==> src/rtl/mmu_paged.sv <==
// Paged MMU: NUM_MPR page registers map a VADDR_W virtual address onto a PA_W physical address,
// with a TAM/TMA register load/store handshake, ST0/1/2 override and chip-enable decode.
module mmu_paged #(
  parameter int NUM_MPR = 8,
  parameter int VADDR_W = 16,
  parameter int MPR_W   = 8,
  parameter logic [MPR_W-1:0] MPR_RST = '0,
  parameter logic [MPR_W+VADDR_W-$clog2(NUM_MPR)-1:0] VDC_BASE = 21'h1FE000
) (
  input  logic                                         clk,
  input  logic                                         reset_n,
  input  logic                                         rdy,
  input  logic                                         load_en,
  input  logic                                         store_en,
  input  logic [NUM_MPR-1:0]                           mpr_mask,
  input  logic [MPR_W-1:0]                             d_in,
  input  logic [VADDR_W-1:0]                           vaddr,
  input  logic [2:0]                                   stx_override,
  output logic [MPR_W+VADDR_W-$clog2(NUM_MPR)-1:0]     paddr,
  output logic [MPR_W-1:0]                             d_out,
  output logic                                         busy,
  output logic [7:0]                                   ce_n
);

  localparam int PG_W  = $clog2(NUM_MPR);
  localparam int OFF_W = VADDR_W - PG_W;
  localparam int PA_W  = MPR_W + OFF_W;

  // Chip-enable windows are anchored to the top of the physical space so they scale with PA_W.
  localparam logic [PA_W-1:0] PA_TOP  = '1;
  localparam logic [PA_W-1:0] CE_HI   = PA_W'(13'h1FFF);
  localparam logic [PA_W-1:0] CER_LO  = PA_TOP - PA_W'(17'hFFFF);
  localparam logic [PA_W-1:0] CER_HI  = PA_TOP - PA_W'(16'hE000);
  localparam logic [PA_W-1:0] WIN_LO  = PA_TOP - PA_W'(13'h1FFF);
  localparam logic [PA_W-1:0] WIN_SPAN = PA_W'(14'h1800);

  typedef enum logic [1:0] {S_IDLE, S_LOAD, S_STORE} state_e;

  state_e             state_q, state_d;
  logic [MPR_W-1:0]   mpr_q [NUM_MPR];
  logic [MPR_W-1:0]   mpr_d [NUM_MPR];
  logic [MPR_W-1:0]   databuf_q, databuf_d;
  logic [NUM_MPR-1:0] localmask_q, localmask_d;

  logic [PG_W-1:0]    sel_idx;
  logic               sel_found;
  logic [PG_W-1:0]    page_idx;
  logic [PA_W-1:0]    win_off;
  logic [2:0]         ce_sel;

  // State register
  always_ff @(posedge clk or negedge reset_n) begin
    if (!reset_n) begin
      state_q <= S_IDLE;
    end else if (rdy) begin
      state_q <= state_d;
    end
  end

  always_ff @(posedge clk or negedge reset_n) begin
    if (!reset_n) begin
      for (int i = 0; i < NUM_MPR; i++) begin
        mpr_q[i] <= MPR_RST;
      end
      databuf_q   <= '0;
      localmask_q <= '0;
    end else if (rdy) begin
      mpr_q       <= mpr_d;
      databuf_q   <= databuf_d;
      localmask_q <= localmask_d;
    end
  end

  // Next-state logic; a simultaneous load/store request resolves to load.
  always_comb begin
    state_d = state_q;
    case (state_q)
      S_IDLE: begin
        if (load_en) begin
          state_d = S_LOAD;
        end else if (store_en) begin
          state_d = S_STORE;
        end
      end
      S_LOAD:  state_d = S_IDLE;
      S_STORE: state_d = S_IDLE;
      default: state_d = S_IDLE;
    endcase
  end

  // Requests are only sampled in IDLE, so anything arriving while busy is dropped.
  always_comb begin
    databuf_d   = databuf_q;
    localmask_d = localmask_q;
    mpr_d       = mpr_q;
    if (state_q == S_IDLE) begin
      if (load_en) begin
        localmask_d = mpr_mask;
        if (|mpr_mask) begin
          databuf_d = d_in;
        end
      end else if (store_en) begin
        localmask_d = mpr_mask;
      end
    end
    if (state_q == S_LOAD) begin
      for (int i = 0; i < NUM_MPR; i++) begin
        if (localmask_q[i]) begin
          mpr_d[i] = databuf_q;
        end
      end
    end
  end

  always_comb begin
    sel_idx   = '0;
    sel_found = 1'b0;
    for (int i = 0; i < NUM_MPR; i++) begin
      if (localmask_q[i] && !sel_found) begin
        sel_idx   = PG_W'(i);
        sel_found = 1'b1;
      end
    end
  end

  // Output logic
  always_comb begin
    busy  = (state_q != S_IDLE);
    d_out = databuf_q;
    if (state_q == S_STORE && sel_found) begin
      d_out = mpr_q[sel_idx];
    end
  end

  // Offset is a pure bit-slice: addresses never carry across a page boundary.
  always_comb begin
    page_idx = vaddr[VADDR_W-1 -: PG_W];
    if (stx_override[0]) begin
      paddr = VDC_BASE;
    end else if (stx_override[1]) begin
      paddr = VDC_BASE + PA_W'(2);
    end else if (stx_override[2]) begin
      paddr = VDC_BASE + PA_W'(3);
    end else begin
      paddr = {mpr_q[page_idx], vaddr[OFF_W-1:0]};
    end
  end

  // Six consecutive 1 KiB windows from WIN_LO drive ce_n[2..7].
  always_comb begin
    ce_n    = '1;
    win_off = paddr - WIN_LO;
    ce_sel  = 3'(win_off[12:10]) + 3'd2;
    if (paddr <= CE_HI) begin
      ce_n[0] = 1'b0;
    end else if (paddr >= CER_LO && paddr <= CER_HI) begin
      ce_n[1] = 1'b0;
    end else if (paddr >= WIN_LO && win_off < WIN_SPAN) begin
      ce_n[ce_sel] = 1'b0;
    end
  end

endmodule

==> config.mk <==
export PLATFORM = sky130hd
export DESIGN_NAME = mmu_paged
export DESIGN_NICKNAME = d
export VERILOG_FILES = /design/src/rtl/mmu_paged.sv
export SDC_FILE = /design/constraint.sdc
export NUM_CORES = 1
export LEC_CHECK = 0
export ABC_AREA = 0
export CORE_UTILIZATION = 30
export DETAILED_ROUTE_END_ITERATION = 8
export PLACE_DENSITY = 0.61
export SYNTH_ARGS = -nofsm -noshare
export SYNTH_HDL_FRONTEND = slang
export SYNTH_SLANG_ARGS = --single-unit
==> constraint.sdc <==
create_clock -name clk -period 2.4 [get_ports clk]
set_clock_uncertainty 0.15 [all_clocks]
set_input_delay 0.48 -clock clk [delete_from_list [all_inputs] [get_ports clk]]
set_output_delay 0.48 -clock clk [all_outputs]
set_load 0.01 [all_outputs]
==> impl_metrics.py, run 1 <==
metrics = {
    "detailed_routing": {
        "drtPass1Iterations": 4,
        "routed_wl_mm": 15.5,
        "ant_nets": 0,
        "routedWlPerCell_um": 18.9,
        "vias": 4234,
        "drc_errors": 0,
        "via_per_inst": 5.16,
        "drt_iter0_drc": 268,
    },
    "global_routing": {
        "antenna_found_initial": 0,
        "grt_pass1_vias": 4392,
        "grtUsageTotal_pct": 20.0,
        "grt_remaining_overflow": 0,
        "grt_pass1_wl_mm": 24.0,
        "grt_max_degree": 41,
    },
    "synth": {
        "yosys_warnings": 0,
        "syn-cell-area_um2": 4670,
        "syn_inst": 394,
        "ys_ff_latch": 82,
        "ys_async_sr_fraction_pct": 100,
        "syn-num-nets": 434,
        "avgSynthCellArea_um2": 11.9,
        "synth_cell_types": 44,
        "ys_seq_area_share_pct": 43.9,
        "dominantRegCellSynth": "dfrtp_1",
        "synth_edf_count": 0,
    },
    "layout": {
        "final_layout_size_suffix_gt1_share_pct": 57.5,
        "insertedDiodeCount": 0,
        "fin_nets": 668,
        "final_cell_area_um2": 7650,
        "area_delta_synth_final_pct": 63.7,
        "final_util_pct": 50.3,
    },
    "critical_path": {
        "arrival_ns": 2.28,
        "cp-end-kind": "primary output",
        "crit_slowest_cell": "dfrtp_1",
        "path_cells": "buf_6, nand2b_4, o311ai_4, buf_12, a31oi_4, clkbuf_16, o22ai_2, o211ai_1, buf_2",
        "cp_max_fo": 7,
        "cp.required_ns": 1.77,
        "start_kind": "register",
        "critPathKind": "reg -> out",
        "max_stage_delay_ns": 0.36,
    },
    "clocking": {
        "cts_tree": "built",
        "clockBufferDepth": 2,
        "clk_pin_slew_ns": 0.06,
        "cts_max_level": 3,
        "cts-root-buf": "clkbuf_16",
        "numCtsBuffers": 9,
        "clk-insertion-delay-late_ns": 0.34,
        "clock-sinks": 82,
    },
    "place": {
        "gp_congestion": 0.842,
        "place_ws_ns": -1.21,
        "post_dp_cell_area_um2": 6630,
        "port_buffers": 77,
        "dpl.hpwl_mm": 10.1,
    },
    "timing": {
        "hold_viol_final": 0,
        "whs_ns": 0.405,
        "tightest_slew_ns": 0.545,
        "worst_slack_ns": -0.505,
        "fin_crit_sh_pct": 121,
        "setup_viol": 21,
        "rsz0062_at_grt": "true",
        "fmax_ghz": 0.344,
        "maxSlewHeadroom_pct": 63.7,
        "drv_slew": 0,
        "min_period_ns": 2.91,
    },
    "outcome": {
        "status": "complete, but fails checks",
        "violations": "negative setup slack",
    },
    "die": {
        "num_rows": 45,
        "die_w_um": 127,
        "num_io_pins": 78,
        "start_util_pct": 30.7,
        "dieArea_um2": 16100,
        "die_y_um": 127,
        "coreArea_um2": 15200,
    },
    "power": {
        "p_leak_nw": 3.40,
        "total_power_mw": 8.32,
        "irDropWorstVdd_uv": 480,
        "pwr_density_cell_nw_per_um2": 1090,
    },
    "run": {
        "drv_cap": 0,
    },
    "min_path": {
        "hp-class": "reg -> reg",
    },
}
state kept, by name, summed over array words and instances, names as in the netlist:
signal,flops
localmask_q,8
state_q,2
databuf_q,8
mpr_q,64
per-stage QoR:
stage | setup TNS (ns) | std cells
floorplan | -0.627 | 394
global placement | -23.20 | 760
detailed placement | -23.50 | 760
CTS | -6.07 | 805
global route | -7.96 | 821
finish | -6.43 | 821
cells in the final DEF (no fill, tap or decap), types with 5 or more instances in the layout:
cell type / count
buf_4: 130
mux2_2: 86
dfrtp_1: 80
clkdlybuf4s50_1: 34
nand2_1: 33
buf_6: 32
buf_2: 21
mux4_2: 17
dlygate4sd2_1: 14
o21ai_0: 12
and2_1: 11
clkbuf_16: 10
buf_12: 10
nor2_1: 9
mux2_4: 8
o211ai_1: 8
o21a_1: 7
mux2i_1: 7
nor4_1: 6
nand3_1: 6
buf_8: 6
inv_1: 5
o221ai_2: 5
o22ai_2: 5
nor3_1: 5
nand4_1: 5
o21ai_1: 5
Yosys cell counts, drive strengths merged, types with 2 or more instances:
| cell | count | area (µm²) |
|---|---|---|
| mux2 | 94 | 1060 |
| dfrtp | 82 | 2050 |
| nand2 | 35 | 131 |
| buf | 19 | 97.6 |
| mux4 | 17 | 402 |
| o21ai | 17 | 85.1 |
| and2 | 11 | 68.8 |
| clkbuf | 10 | 37.5 |
| nor2 | 10 | 40.0 |
| mux2i | 9 | 90.1 |
| nor3 | 8 | 40.0 |
| o211ai | 8 | 60.1 |
| o22ai | 8 | 50.1 |
| nand3 | 7 | 35.0 |
| o21a | 7 | 52.6 |
| o221ai | 7 | 61.3 |
| nor4 | 6 | 37.5 |
| a21oi | 5 | 28.8 |
| inv | 5 | 18.8 |
| nand4 | 5 | 31.3 |
| nor2b | 3 | 18.8 |
| nand2b | 2 | 12.5 |
| nand4b | 2 | 17.5 |
| or3 | 2 | 12.5 |
| or4 | 2 | 22.5 |
path summary, 6_finish.rpt:
kind	startpoint	to	slack, ns	cells after the start
max	localmask_q[3]	d_out[3]	-0.51	9
min	mpr_q[34]	mpr_q[34]	0.41	1
max reg2reg	state_q[0]	databuf_q[5]	0.59	6
min reg2reg	mpr_q[34]	mpr_q[34]	0.41	1
max in group asynchronous	reset_n	mpr_q[5]	0.92	3
min in group asynchronous	reset_n	localmask_q[5]	0.51	2
worst max-delay path: cells and delay by family, from the launching register on:
| family | cells | cell delay [ns] |
|---|---|---|
| AND/OR/NAND/NOR | 1 | 0.14 |
| flip-flops | 1 | 0.36 |
| buffers and inverters | 4 | 0.71 |
| AO/OA/AOI/OAI | 4 | 0.71 |
power breakdown:
part / leakage (nW) / internal (mW) / switching (mW) / total (mW)
Clock: 0.147 / 0.862 / 0.537 / 1.40
Sequential: 0.989 / 2.00 / 0.514 / 2.51
Combinational: 2.27 / 2.74 / 1.66 / 4.40
Total: 3.40 / 5.61 / 2.71 / 8.32
repair_timing:
action	CTS	global route
buffers inserted	25	20
endpoints found under the setup margin	37	25
gates resized for setup	200	34
hold endpoints to repair	38	0
gates cloned	5	0
hold buffers	1	0
pin swaps	32	21
kinds of logic after synthesis:
family | Yosys count | synth area share, %
muxes | 120 | 33.2
AOI/OAI and AO/OA | 61 | 8.87
and+or+nand+nor | 97 | 10.7
buffers and inverters | 34 | 3.30
DFF | 82 | 43.9
routing by layer:
metal  share of wire (%)  global-route usage [%]  wire length [µm]
met2                  50                    35.2              7770
met1                  41                    24.4              6300
met3                 6.4                    3.33               998
met4                 2.7                    7.70               413
met5                   0                       0                 0
final cells by class:
type | count | area (µm²)
clock buffer | 14 | 264
clock inverter | 2 | 35.0
fill | 1339 | 7560
inverter | 5 | 18.8
multi-input combinational | 278 | 2740
sequential | 82 | 2050
tap | 188 | 235
timing repair buffer | 252 | 2300
Power figures use the tool's default switching activity.
==> inputs of run 2 (changes only) <==
--- a/config.mk
+++ b/config.mk
@@ -6,9 +6,10 @@
 export NUM_CORES = 1
 export LEC_CHECK = 0
 export ABC_AREA = 0
-export CORE_UTILIZATION = 30
+export CORE_UTILIZATION = 49
+export CTS_CLUSTER_DIAMETER = 60
 export DETAILED_ROUTE_END_ITERATION = 8
-export PLACE_DENSITY = 0.61
+export PLACE_DENSITY = 0.86
 export SYNTH_ARGS = -nofsm -noshare
 export SYNTH_HDL_FRONTEND = slang
 export SYNTH_SLANG_ARGS = --single-unit
==> run 2 against run 1 <==
The run still ends with negative setup slack left; worst setup slack lost 0.11 ns; wire length grew 25%; critical path depth is 1 higher; non-clock buffer count is 7 lower; core utilization up 30 points; clock-buffer cell count shrank 3; final cell count is 8.3% lower; die area is 38% lower; combinational power grew 6.4%; final area shrank 3.4%; flip-flop and latch count unchanged; critical path type unchanged.
==> impl_metrics.py, run 2 (synthesis results as in run 1) <==
metrics = {
    "layout": {
        "fin_nets": 661,
        "largest_reg_flops": 64,
        "area_delta_synth_final_pct": 58.2,
        "final_layout_size_suffix_gt1_share_pct": 59.0,
        "final_cell_mix": "131 x buf_4, 92 x mux2_2, 81 x dfrtp_1",
        "multi_input_area_um2": 2770,
        "largestRegisters": "mpr_q (64), databuf_q (8), localmask_q (8)",
        "insertedDiodeCount": 0,
        "fillers": 470,
        "final_cell_area_um2": 7390,
        "seq_area_um2": 2050,
        "mostFrequentLayoutCell": "buf_4",
        "largest_register": "mpr_q",
    },
    "die": {
        "num_rows": 35,
        "num_io_pins": 78,
        "start_util_pct": 50.5,
        "die_w_um": 99.6,
        "die_y_um": 99.6,
        "dieArea_um2": 9920,
        "coreArea_um2": 9240,
    },
    "critical_path": {
        "cp-end-kind": "primary output",
        "r2r_cells": 6,
        "cp.required_ns": 1.77,
        "endpoint": "d_out[0]",
        "startpoint": "localmask_q[3]",
        "reg2reg_from": "state_q[0]",
        "start_kind": "register",
        "reg2reg_slack_ns": 0.36,
        "critPathKind": "reg -> out",
        "cp_max_fo": 7,
        "arrival_ns": 2.38,
        "reg2reg_to": "databuf_q[0]",
    },
    "detailed_routing": {
        "drtPass1Iterations": 6,
        "vias": 4909,
        "drc_errors": 0,
        "routedWlPerCell_um": 25.8,
        "drt_iter0_drc": 506,
        "ant_nets": 0,
        "via_per_inst": 6.52,
        "routed_wl_mm": 19.4,
    },
    "clocking": {
        "clock-sinks": 82,
        "cts_max_level": 3,
        "cts-root-buf": "clkbuf_8",
        "numCtsBuffers": 9,
        "cts_tree": "built",
        "clk_pin_slew_ns": 0.09,
        "clockBufferDepth": 2,
        "clk-insertion-delay-late_ns": 0.36,
    },
    "power": {
        "irDropWorstVdd_uv": 531,
        "pwr_density_cell_nw_per_um2": 1140,
        "p_leak_nw": 3.25,
    },
    "run": {
        "drv_cap": 0,
    },
    "timing": {
        "min_period_ns": 3.01,
        "maxSlewHeadroom_pct": 67.8,
        "fmax_ghz": 0.332,
        "fin_crit_sh_pct": 126,
        "drv_slew": 0,
        "rsz0062_at_grt": "true",
        "worst_slack_ns": -0.613,
        "setup_viol": 23,
        "tightest_slew_ns": 0.480,
        "hold_viol_final": 0,
    },
    "global_routing": {
        "grtUsageTotal_pct": 38.0,
        "grt_pass1_vias": 5036,
        "grt_pass1_wl_mm": 28.1,
        "antenna_found_initial": 0,
        "grt_remaining_overflow": 0,
        "grt_max_degree": 59,
    },
    "place": {
        "post_dp_cell_area_um2": 6550,
        "port_buffers": 77,
        "place_ws_ns": -1.21,
        "dpl.hpwl_mm": 10.3,
        "gp_congestion": 0.961,
    },
    "min_path": {
        "hp-class": "in -> async",
    },
    "outcome": {
        "status": "complete, but fails checks",
        "violations": "negative setup slack",
    },
}
run 2: worst max-delay path: stages, from the launching register on:
cell      delay, ns
dfrtp_1        0.38
buf_6          0.13
nand2b_4       0.14
o311ai_4       0.11
buf_4          0.17
buf_6          0.11
a31oi_4        0.27
buf_16         0.18
o22ai_1        0.08
o211ai_1       0.25
buf_2          0.20
run 2: through the flow:
step	TNS, ns	hold WS, ns	cells	total power, mW	utilization, %
2_1_floorplan	-0.627	0.0344	394	4.06	-
3_3_place_gp	-22.70	0.254	698	5.75	70.8
3_5_place_dp	-23.94	0.260	698	5.95	70.8
4_1_cts	-6.36	0.418	740	7.52	76.8
5_1_grt	-8.87	0.447	753	8.64	79.9
6_report	-8.04	0.446	753	8.40	79.9
run 2: cell type report:
| class | count | area share (%) |
|---|---|---|
| timing repair buffer | 245 | 29.5 |
| inverter | 5 | 0.254 |
| multi-input combinational | 278 | 37.5 |
| sequential | 82 | 27.8 |
| clock inverter | 3 | 0.881 |
| tap | 129 | 2.18 |
| clock buffer | 11 | 1.91 |
run 2: per-layer routing:
metal | GRT usage (%) | vias up | share of wire [%]
li1 | - | 1946 | -
met1 | 45.0 | 2368 | 35
met2 | 63.5 | 444 | 47
met3 | 8.71 | 151 | 10
met4 | 22.6 | 0 | 7.3
met5 | 0 | - | 0
run 2: worst min-delay path by stage:
stage | endpoint | slack (ns) | cells after the start
global route | mpr_q[11] | 0.45 | 1
global placement | localmask_q[5] | 0.25 | 1
finish | localmask_q[5] | 0.45 | 2
CTS | localmask_q[5] | 0.42 | 2
detailed placement | localmask_q[5] | 0.26 | 1
floorplan | databuf_q[0] | 0.03 | 0
run 2: repair_timing:
item	4_1_cts	5_1_grt
hold buffers	1	0
buffers inserted	26	18
pin swaps	27	22
gates cloned	3	0
endpoints found under the setup margin	37	29
resized for setup	186	48
hold endpoints to repair	24	0
run 2: report_power, final:
group | switching, mW | leakage, nW | total (mW) | internal (mW)
clock | 0.496 | 0.105 | 1.10 | 0.603
combinational | 2.04 | 2.16 | 4.68 | 2.64
sequential | 0.620 | 0.990 | 2.61 | 1.99
